<file path="src/rtl/ml_pkg.sv">
// ml_pkg -- shared definitions for the binary-neuron layer engine.
//   state_t   : engine FSM encoding (IDLE / RUN / DONE).
//   acc_width : accumulator width that holds bias + every possible term
//               without wrapping.
//   idx_width : counter width for an index range of n entries (minimum 1).
package ml_pkg;

   typedef enum logic [1:0] {
      ST_IDLE = 2'd0,
      ST_RUN  = 2'd1,
      ST_DONE = 2'd2
   } state_t;

   // Largest sum is (2^bias_w - 1) + n_inputs, which is strictly below
   // n_inputs + 2^bias_w, so this width can never overflow.
   function automatic int acc_width(input int n_inputs, input int bias_w);
      return $clog2(n_inputs + (1 << bias_w));
   endfunction

   function automatic int idx_width(input int n);
      return (n > 1) ? $clog2(n) : 1;
   endfunction

endpackage

</file>
<file path="src/rtl/ml_neuron_acc.sv">
// ml_neuron_acc -- one accumulate step of a binary neuron plus the firing
// compare.
//   i_acc    : running sum before this term
//   i_in_bit : input bit for this term
//   i_w_bit  : weight bit for this term
//   o_sum    : i_acc + (i_in_bit & i_w_bit)
//   o_fire   : o_sum >= pTHRESH (only meaningful on a neuron's last term)
module ml_neuron_acc #(
   parameter int pACC_W  = 5,
   parameter int pTHRESH = 1
) (
   input  logic [pACC_W-1:0] i_acc,
   input  logic              i_in_bit,
   input  logic              i_w_bit,
   output logic [pACC_W-1:0] o_sum,
   output logic              o_fire
);

   assign o_sum  = i_acc + {{(pACC_W-1){1'b0}}, (i_in_bit & i_w_bit)};
   // Compare at 32 bits so thresholds beyond the accumulator range simply
   // never fire instead of being truncated.
   assign o_fire = ({{(32-pACC_W){1'b0}}, o_sum} >= 32'(pTHRESH));

endmodule

</file>
<file path="src/rtl/ml_layer_engine.sv">
// ml_layer_engine -- serial evaluator for one layer of binary neurons.
// Each neuron o computes bias[o] + sum_i(inputs[i] & w[o][i]) one term per
// clock and fires when the total reaches pTHRESH.
// Ports:
//   usb_clk, reset_n : clock, asynchronous active-low reset
//   start            : level-sampled run request, honoured only in IDLE
//   inputs           : pINPUTCNT input bits
//   weights          : w[o][i] = weights[o*pINPUTCNT+i]
//   bias             : neuron o bias = bias[o*pBIAS_W +: pBIAS_W], unsigned
//   busy             : high exactly while in RUN
//   done             : one-cycle pulse in DONE
//   outputs          : last committed neuron results
// Handshake: start is a level; the edge that samples start=1 in IDLE
// captures all operands, so they may change freely afterwards. The run
// always ends with one DONE cycle and one IDLE cycle before a held start can
// launch the next run. r_state is the FSM state for observation.
module ml_layer_engine
   import ml_pkg::*;
#(
   parameter int pINPUTCNT  = 4,
   parameter int pOUTPUTCNT = 4,
   parameter int pWEIGHTCNT = 16,
   parameter int pBIASCNT   = 16,
   parameter int pTHRESH    = 1
) (
   input  logic                  usb_clk,
   input  logic                  reset_n,
   input  logic                  start,
   input  logic [pINPUTCNT-1:0]  inputs,
   input  logic [pWEIGHTCNT-1:0] weights,
   input  logic [pBIASCNT-1:0]   bias,
   output logic                  busy,
   output logic                  done,
   output logic [pOUTPUTCNT-1:0] outputs
);

   localparam int pBIAS_W = pBIASCNT / pOUTPUTCNT;
   localparam int ACC_W   = acc_width(pINPUTCNT, pBIAS_W);
   localparam int I_W     = idx_width(pINPUTCNT);
   localparam int O_W     = idx_width(pOUTPUTCNT);
   localparam int K_W     = idx_width(pWEIGHTCNT);

   state_t                  r_state;
   logic [pINPUTCNT-1:0]    r_inputs;
   logic [pWEIGHTCNT-1:0]   r_weights;
   logic [pBIASCNT-1:0]     r_bias;
   logic [ACC_W-1:0]        r_acc;
   logic [I_W-1:0]          r_i;
   logic [O_W-1:0]          r_o;
   // Flat weight pointer; always equals r_o*pINPUTCNT + r_i, kept as its own
   // counter to avoid a multiplier in the index path.
   logic [K_W-1:0]          r_k;
   logic [pOUTPUTCNT-1:0]   r_shadow;
   logic [pOUTPUTCNT-1:0]   r_outputs;

   logic [ACC_W-1:0]        w_sum;
   logic                    w_fire;
   logic                    w_last_i;
   logic                    w_last_o;
   logic [O_W-1:0]          w_o_next;
   logic [pBIAS_W-1:0]      w_bias_next;
   logic [pOUTPUTCNT-1:0]   w_shadow_upd;

   ml_neuron_acc #(
      .pACC_W  (ACC_W),
      .pTHRESH (pTHRESH)
   ) u_neuron_acc (
      .i_acc    (r_acc),
      .i_in_bit (r_inputs[r_i]),
      .i_w_bit  (r_weights[r_k]),
      .o_sum    (w_sum),
      .o_fire   (w_fire)
   );

   assign w_last_i = (r_i == I_W'(pINPUTCNT - 1));
   assign w_last_o = (r_o == O_W'(pOUTPUTCNT - 1));
   assign w_o_next = r_o + 1'b1;

   // Bias of the next neuron, selected from the captured operands.
   always_comb begin
      w_bias_next = '0;
      for (int n = 0; n < pOUTPUTCNT; n++) begin
         if (w_o_next == O_W'(n)) begin
            w_bias_next = r_bias[n*pBIAS_W +: pBIAS_W];
         end
      end
   end

   // Shadow including the bit being decided this cycle, so the DONE entry
   // edge can publish a complete result.
   always_comb begin
      w_shadow_upd      = r_shadow;
      w_shadow_upd[r_o] = w_fire;
   end

   always_ff @(posedge usb_clk or negedge reset_n) begin
      if (!reset_n) begin
         r_state   <= ST_IDLE;
         r_inputs  <= '0;
         r_weights <= '0;
         r_bias    <= '0;
         r_acc     <= '0;
         r_i       <= '0;
         r_o       <= '0;
         r_k       <= '0;
         r_shadow  <= '0;
         r_outputs <= '0;
      end else begin
         case (r_state)
            ST_IDLE: begin
               if (start) begin
                  r_inputs  <= inputs;
                  r_weights <= weights;
                  r_bias    <= bias;
                  r_acc     <= ACC_W'(bias[pBIAS_W-1:0]);
                  r_i       <= '0;
                  r_o       <= '0;
                  r_k       <= '0;
                  r_state   <= ST_RUN;
               end
            end
            ST_RUN: begin
               r_k <= r_k + 1'b1;
               if (w_last_i) begin
                  r_shadow <= w_shadow_upd;
                  r_i      <= '0;
                  r_acc    <= ACC_W'(w_bias_next);
                  if (w_last_o) begin
                     r_o       <= '0;
                     r_outputs <= w_shadow_upd;
                     r_state   <= ST_DONE;
                  end else begin
                     r_o <= w_o_next;
                  end
               end else begin
                  r_acc <= w_sum;
                  r_i   <= r_i + 1'b1;
               end
            end
            ST_DONE: begin
               r_state <= ST_IDLE;
            end
            default: begin
               r_state <= ST_IDLE;
            end
         endcase
      end
   end

   assign busy    = (r_state == ST_RUN);
   assign done    = (r_state == ST_DONE);
   assign outputs = r_outputs;

endmodule

</file>
<file path="config.mk">
export PLATFORM = sky130hd
export DESIGN_NAME = ml_layer_engine
export DESIGN_NICKNAME = d
export VERILOG_FILES = /design/src/rtl/ml_pkg.sv /design/src/rtl/ml_neuron_acc.sv /design/src/rtl/ml_layer_engine.sv
export SDC_FILE = /design/constraint.sdc
export NUM_CORES = 1
export LEC_CHECK = 0
export BUFFER_PORTS_ARGS = -buffer_cell sky130_fd_sc_hd__buf_4
export CAP_MARGIN = 10
export CORE_MARGIN = 2
export CORE_UTILIZATION = 45
export CTS_CLUSTER_SIZE = 12
export DETAILED_ROUTE_END_ITERATION = 6
export PLACE_DENSITY_LB_ADDON = 0.05
export SKIP_LAST_GASP = 1
export SYNTH_ARGS = -nofsm -noshare
export SYNTH_HDL_FRONTEND = slang
export SYNTH_SLANG_ARGS = --single-unit
</file>
<file path="constraint.sdc">
create_clock -name usb_clk -period 4 [get_ports usb_clk]
set_input_delay 0.8 -clock usb_clk [delete_from_list [all_inputs] [get_ports usb_clk]]
set_output_delay 0.8 -clock usb_clk [all_outputs]
set_load 0.01 [all_outputs]
</file>
## After elaboration in Yosys (flattened, before gate mapping)

Index checks and enable logic that the tools add are counted.
W data, S select, Z words.

- Memory bits (read-only): 0
- Latch bits: 0
- Bits in registers: 59
- Bits in writable memories: 0
- Logic and storage cells: 66
- Memories: 0
- Input bits: 39
- Output and inout bits: 6

- Div/mod/pow operators: 0
- Multiply operators: 0
- Equality and inequality tests: 10
- Muxes and demuxes: 26
- Order comparisons: 5
- $add $sub $neg: 4
- Reduce and logical (&&, ||, !) cells: 10
- Bitwise logic cells: 1
- Shifts and indexed selects: 0

Operators by type and width:

| kind | number |
|---|---|
| $mux W4 | 5 |
| $mux W2 | 7 |
| $pmux W2 S2 | 3 |
| $eq A2 B2 Y1 const B | 5 |
| $mux W5 | 2 |
| $pmux W5 S2 | 1 |
| $reduce_and A3 Y1 | 3 |
| $pmux W4 S2 | 1 |
| $lt A2 B3 Y1 const B | 2 |
| $reduce_and A2 Y1 | 3 |
| $add A5 B1 Y5 | 1 |
| $ge A5 B1 Y1 const B | 1 |
| $lt A4 B5 Y1 const B | 1 |
| $add A2 B1 Y2 const B | 2 |
| $add A4 B1 Y4 const B | 1 |
| $bmux W1 S4 | 1 |
| $bwmux W4 | 1 |
| $eq A2 B1 Y1 const B | 2 |
| $logic_not A2 Y1 | 2 |
| $ne A2 B1 Y1 const B | 2 |
| $mux W1 | 3 |
| $bmux W1 S2 | 1 |
| $demux W1 S2 | 1 |
| $ge A2 B1 Y1 const B | 1 |
| other kinds (4) | 4 |

## Depth between registers and ports, before layout

Gate-level depths: netlist of the first run.

- Depth in word-level cells: 8
- Mapped depth: 11
- Depth with buffers taken out: 10

## Cells and area by module

A second synthesis of the first run with hierarchy kept.

- Cells, all modules: 297
- Area total of the unflattened synthesis: 2,787.7 sq um

Modules (own cells, without submodules):

| module | cells an instance | instances | area an instance (sq um) |
|---|---|---|---|
| ml_layer_engine | 287 | 1 | 2,707.6 |
| ml_neuron_acc | 10 | 1 | 80.1 |

## Worst setup path after synthesis of the first run

OpenSTA, ideal clock, no wires.

- Path kind: reg-to-reg
- From: reg r_k[0]
- To: reg r_outputs[0], in the netlist outputs[0]
- Period minus slack after synthesis: 2,532 ps
- Buffers on the path: 1
- Cell stages (with the launch flop): 11
- Setup time: 128 ps
- Path slack: 1,468 ps
- Arrival time: 2,404 ps
- Cell sequence: dfrtp_1 buf_2 mux4_2 nand2b_1 nand4_1 a21boi_1 ha_1 ha_1 nor4b_1 a22o_2 o21ai_0

- Longest elaborated chain between the ends: 6

Ends and longest elaborated chain:

| item | line | text |
|---|---|---|
| start, declared | ml_layer_engine.sv:52 | `logic [K_W-1:0] r_k;` |
| start signal, assigned | ml_layer_engine.sv:123 | `r_k <= r_k + 1'b1;` |
| $bmux W1 S4 | ml_layer_engine.sv:70 | `.i_w_bit (r_weights[r_k]),` |
| $mux W1 (implied by the code) | ml_layer_engine.sv:70 |  |
| $and A1 B1 Y1 | ml_neuron_acc.sv:19 | `assign o_sum = i_acc + {{(pACC_W-1){1'b0}}, (i_in_bit & i_w_bit)};` |
| $add A5 B1 Y5 | ml_neuron_acc.sv:19 |  |
| $ge A5 B1 Y1 | ml_neuron_acc.sv:22 | `assign o_fire = ({{(32-pACC_W){1'b0}}, o_sum} >= 32'(pTHRESH));` |
| $bwmux W4 | ml_layer_engine.sv:93 | `w_shadow_upd[r_o] = w_fire;` |
| end signal, assigned | ml_layer_engine.sv:130 | `r_outputs <= w_shadow_upd;` |
| end, declared | ml_layer_engine.sv:54 | `logic [pOUTPUTCNT-1:0] r_outputs;` |

Every way passes these cells. The select of a mux whose other input is x is not followed.
A chain may end at the register's enable or synchronous reset.

## Worst setup path in the final report of the first run

- From: reg r_k[0]
- To: reg r_shadow[0]

- Longest elaborated chain between the ends: 6

Ends and longest elaborated chain:

| item | line | text |
|---|---|---|
| $bmux W1 S4 | ml_layer_engine.sv:70 |  |
| $mux W1 (implied by the code) | ml_layer_engine.sv:70 |  |
| $and A1 B1 Y1 | ml_neuron_acc.sv:19 |  |
| $add A5 B1 Y5 | ml_neuron_acc.sv:19 |  |
| $ge A5 B1 Y1 | ml_neuron_acc.sv:22 |  |
| $bwmux W4 | ml_layer_engine.sv:93 |  |
| end signal, assigned | ml_layer_engine.sv:125 | `r_shadow <= w_shadow_upd;` |
| end, declared | ml_layer_engine.sv:53 | `logic [pOUTPUTCNT-1:0] r_shadow;` |

Every way passes these cells. The select of a mux whose other input is x is not followed.

==> impl_metrics.ini, run 1 <==
[clock_tree]
post_cts_resized = 0
htree_num_levels = 3
cts_tree = done
post_cts_buffers = 0
clkTransAtPathRegs_ps = 60
cts_buffers = 9
holdBufCountCts = 0
cts_root_buf = clkbuf_8
clk_latency_ps = 340
cts.path.max_buffers = 2
cts_sinks = 58

[synthesis]
synth_async_sr_flop_share = 1.00
synthDistinctLibCells = 45
synth_top_family_by_area = multiplexers
ys_seq_area_frac = 0.500
synthCells = 240
synth_ff_type = dfrtp_1
synth.ff_latch_count = 58
synth_edf_count = 0
syn_area_per_cell_um2 = 12.1
synth_simple_gate_area_share = 0.101
synthAdderAreaFrac = 0.0518
muxShareOfSynthArea = 0.194
synth_warnings = 0
syn-num-nets = 291
synth_compound_area_frac = 0.108
synth-xor-area-share = 0.00302
synth_area_um2 = 2900

[global_routing]
grt_util_met2 = 0.248
grt_pass1_wl_um = 9730
use_met1 = 0.257
antenna_found_initial = 0
gr-total-overflow = 0
grt_busiest_layer = met1
met3_usage = 0.0403
grt_pass1_vias = 1954
grt_max_degree = 59
track_usage = 0.176

[worst_setup_path]
crit_chain = mux4_2 -> o2111ai_1 -> a21boi_1 -> ha_1 -> ha_1 -> nor4b_1 -> a22o_2 -> a31oi_1
critPathMaxFanout = 10
cp_common_cell = ha_1
critPathBufInv = 0
end_kind = flop
cp.required_ps = 4200
max_stage_delay_ps = 620
cp_slowest_cell = dfrtp_1
cp-start-kind = flop
cp.arrival_ps = 3050
crit_family = compound AO/OA/AOI/OAI gates
critPathKind = reg2reg

[power]
p_total_mw = 2.57
pwr-share-seq = 0.428
power.switching_uw = 905
internal_power_mw = 1.66
pwr-share-clk = 0.180
vdd_drop_max_uv = 326
leakagePower_nw = 1.49
power_density_nw_per_um2 = 751
swShare = 0.353
combPwrFrac = 0.392

[finish]
drive_gt1_frac = 0.358
final_core_util = 0.544
area_growth_pct = 17.8
num_antenna_cells = 0
fin_nets = 334
final_common_cell = dfrtp_1
mostFrequentLayoutCells = dfrtp_1, buf_4, mux2_2
final_cell_area_um2 = 3420

[timing]
worst_pin_slew_ps = 728
finalHoldViolations = 0
post-route-period-util = 0.711
relSlewSlack = 0.514
finalSetupViolations = 0
final.min_clock_period_ps = 2840
drv_slew = 0
clock.fmax_ghz = 0.352
tns_ps = 0
rsz0062_at_grt = false
whs_ps = 500
fin_worst_skew_ps = 6.83

[route]
vias = 1965
avgViaCountPerCell = 5.38
drt_iter0_drc = 78
first_pass_iters = 4
wl_um = 5560
final_antenna_net_count = 0
post-route-drc-count = 0
post_drt_wl_per_cell_um = 15.2

[worst_hold_path]
hp-class = reg2reg

[floorplanning]
die-width_um = 84.3
start_util = 0.462
pin_count = 45
die_h_um = 84.3
coreArea_um2 = 6280
rows = 29
die_area_um2 = 7100

[status]
status = completed

[flow_run]
drv_cap = 0

[placed_design]
gp_congestion = 0.791
dp_hpwl_um = 3820
numPortBuffers = 44
place_area_um2 = 3250
## through the flow
step / std cells / setup slack, ps
2_1_floorplan: 240 / 1470
3_3_place_gp: 349 / 1250
3_5_place_dp: 349 / 1140
4_1_cts: 365 / 1130
5_1_grt: 365 / 977
6_report: 365 / 1160
## cell families after synthesis
| logic type | count (synthesis) |
|---|---|
| AOI/OAI and AO/OA | 47 |
| DFF | 58 |
| muxes | 48 |
| buffers and inverters | 20 |
| and+or+nand+nor | 54 |
| xor gates and xnor gates | 1 |
| adders and majority gates | 12 |
## cell usage after synthesis (4+ instances only)
| cell type | count | share of area |
|---|---|---|
| ha_1 | 12 | 0.052 |
| o31ai_1 | 4 | 0.010 |
| mux2_2 | 36 | 0.14 |
| nor2_1 | 4 | 0.0052 |
| mux2i_1 | 9 | 0.031 |
| dfrtp_1 | 58 | 0.50 |
| nand2_1 | 19 | 0.025 |
| nand3b_1 | 4 | 0.010 |
| a21oi_1 | 7 | 0.012 |
| buf_2 | 4 | 0.0069 |
| o21ai_0 | 11 | 0.019 |
| inv_1 | 5 | 0.0065 |
| nor2b_1 | 10 | 0.022 |
| buf_4 | 4 | 0.010 |
## routing by layer
metal,up-vias,routed length [µm]
met3,11,242
met1,951,2840
li1,961,-
met2,42,2350
met4,0,121
met5,-,0
## worst paths after layout
kind / slack, ps / cells after the start / endpoint / startpoint
setup reg to reg: 1160 / 8 / r_shadow[0] / r_k[0]
hold reg to reg: 500 / 1 / r_bias[15] / r_bias[15]
setup / recovery: 1160 / 8 / r_shadow[0] / r_k[0]
max in group asynchronous: 3000 / 1 / r_bias[1] / reset_n
hold / removal: 500 / 1 / r_bias[15] / r_bias[15]
min in group asynchronous: 510 / 1 / r_weights[11] / reset_n
## power groups by stage
stage | Combinational [mW] | Sequential [mW] | Clock (mW)
floorplan | 0.840 | 1.02 | 0
global placement | 0.995 | 1.10 | 0
detailed placement | 1.02 | 1.11 | 0
CTS | 1.02 | 1.10 | 0.479
global route | 1.13 | 1.14 | 0.505
finish | 1.00 | 1.10 | 0.461
## registers in the layout, summed over array words and instances (netlist names)
register   count
outputs        4
r_weights     16
r_bias        16
r_o            2
r_inputs       4
r_shadow       3
r_k            4
r_state        2
r_i            2
r_acc          5
## cell type report
| class | instances | area [µm²] |
|---|---|---|
| Inverter | 6 | 25.0 |
| Timing Repair Buffer | 46 | 345 |
| Fill cell | 584 | 2860 |
| Tap cell | 77 | 96.3 |
| Sequential cell | 58 | 1450 |
| Clock inverter | 3 | 15.0 |
| Multi-Input combinational cell | 162 | 1340 |
| Clock buffer | 13 | 149 |
## worst reg2reg max path, cell delays in order (launching register included)
cell,delay [ps]
dfrtp_1,620
mux4_2,580
o2111ai_1,200
a21boi_1,100
ha_1,200
ha_1,310
nor4b_1,300
a22o_2,280
a31oi_1,100
Note: power is estimated with default switching activity, not from simulation.
==> inputs of run 2 (changes only) <==
==> constraint.sdc (replaced) <==
create_clock -name usb_clk -period 2.45 [get_ports usb_clk]
set_input_delay 0.49 -clock usb_clk [delete_from_list [all_inputs] [get_ports usb_clk]]
set_output_delay 0.49 -clock usb_clk [all_outputs]
set_load 0.01 [all_outputs]
==> impl_metrics.ini, run 2 (synthesized netlist as in run 1, its figures left out) <==
[status]
status = completed

[power]
vdd_drop_max_uv = 540
leakagePower_nw = 1.53
power_density_nw_per_um2 = 1250
p_total_mw = 4.44

[floorplanning]
die_area_um2 = 7100
die-width_um = 84.3
rows = 29
start_util = 0.462
die_h_um = 84.3
coreArea_um2 = 6280
pin_count = 45

[timing]
finalSetupViolations = 0
fin_ws_ps = 66.1
rsz0062_at_grt = true
relSlewSlack = 0.511
fin_worst_skew_ps = 5.64
drv_slew = 0
final.min_clock_period_ps = 2380
whs_ps = 229
post-route-period-util = 0.973
worst_pin_slew_ps = 734
clock.fmax_ghz = 0.419
finalHoldViolations = 0

[route]
avgViaCountPerCell = 5.57
drt_iter0_drc = 92
vias = 2043
post_drt_wl_per_cell_um = 15.7
final_antenna_net_count = 0
first_pass_iters = 4
post-route-drc-count = 0
wl_um = 5770

[worst_setup_path]
reg2reg_depth = 10
rrSetupSlack_ps = 70
timing.rr.end = r_shadow[2]
cp-start-kind = flop
reg2reg_from = r_k[0]
cp.required_ps = 2700
end_kind = flop
critPathMaxFanout = 7
cp.arrival_ps = 2640
critPathKind = reg2reg

[placed_design]
dp.cells = 353
place_ws_ps = -83.7
numPortBuffers = 44
gp_congestion = 0.840
dp_hpwl_um = 3980

[finish]
fillers = 574
num_antenna_cells = 0
final_core_util = 0.564
top_regs = r_bias x16, r_weights x16, r_acc x5
mostFrequentLayoutCells = dfrtp_1, buf_4, mux2_2
final_common_cell = dfrtp_1
fin_nets = 339
regArea_um2 = 1450
fin_cells = 367
area_growth_pct = 22.2
drive_gt1_frac = 0.400
multi_input_area_um2 = 1420

[global_routing]
grt_pass1_wl_um = 9940
gr-total-overflow = 0
antenna_found_initial = 0
grt_max_degree = 59
grt_pass1_vias = 2009
track_usage = 0.179

[flow_run]
drv_cap = 0

[clock_tree]
cts_root_buf = clkbuf_8
clkTransAtPathRegs_ps = 60
cts_buffers = 9
htree_num_levels = 3
cts_tree = done
cts_sinks = 58
cts.path.max_buffers = 2
clk_latency_ps = 330

[worst_hold_path]
hp-class = in2async
[run 2: how the worst max path moves through the flow]
stage / startpoint / end / slack (ps)
after detailed placement: r_k[0] / outputs[0] / -80
after floorplan: r_k[0] / outputs[0] / 20
final: r_k[0] / r_shadow[2] / 70
after global routing: r_k[0] / r_shadow[0] / -70
after global placement: r_k[0] / r_shadow[2] / -30
after CTS: r_k[0] / r_shadow[2] / 9
[run 2: metrics by stage]
step,area (µm²),TNS (ps)
global route,3540,-346
floorplan,2910,0
global placement,3290,-101
finish,3540,0
detailed placement,3290,-461
CTS,3460,0
[run 2: layer usage]
layer  global-route usage  routed length [µm]  vias up
li1                     -                   -      966
met1                0.264                2840     1023
met2                0.250                2590       43
met3               0.0423                 239       11
met4               0.0792                 102        0
met5                    0                   0        -
[run 2: layout make-up]
type,count,area share
Multi-Input combinational cell,162,0.402
Clock buffer,13,0.0448
Sequential cell,58,0.410
Tap cell,77,0.0272
Timing Repair Buffer,51,0.109
Inverter,6,0.00706
[run 2: power by group]
part	switching (mW)	internal (mW)	leakage (nW)
logic	0.868	1.03	0.756
clock network	0.340	0.406	0.0815
registers	0.358	1.43	0.691
[run 2: worst max-delay path, cell delays in order, from the launching register on]
cell and delay (ps):
dfrtp_2 400, mux4_2 500, nand2b_4 140, nand4_1 80, a21boi_1 70, ha_2 210
buf_4 140, and2_1 170, nor4b_4 130, a22o_4 280, a31oi_4 170
[run 2: what timing repair did]
| action | in CTS | in global routing |
|---|---|---|
| setup endpoints to repair | 7 | 8 |
| resized for setup | 3 | 12 |
| hold buffers | 0 | 0 |
| pin swaps | 1 | 6 |
| endpoints found under the hold margin | 0 | 0 |
| buffers inserted | 0 | 1 |
| cloned | 0 | 0 |
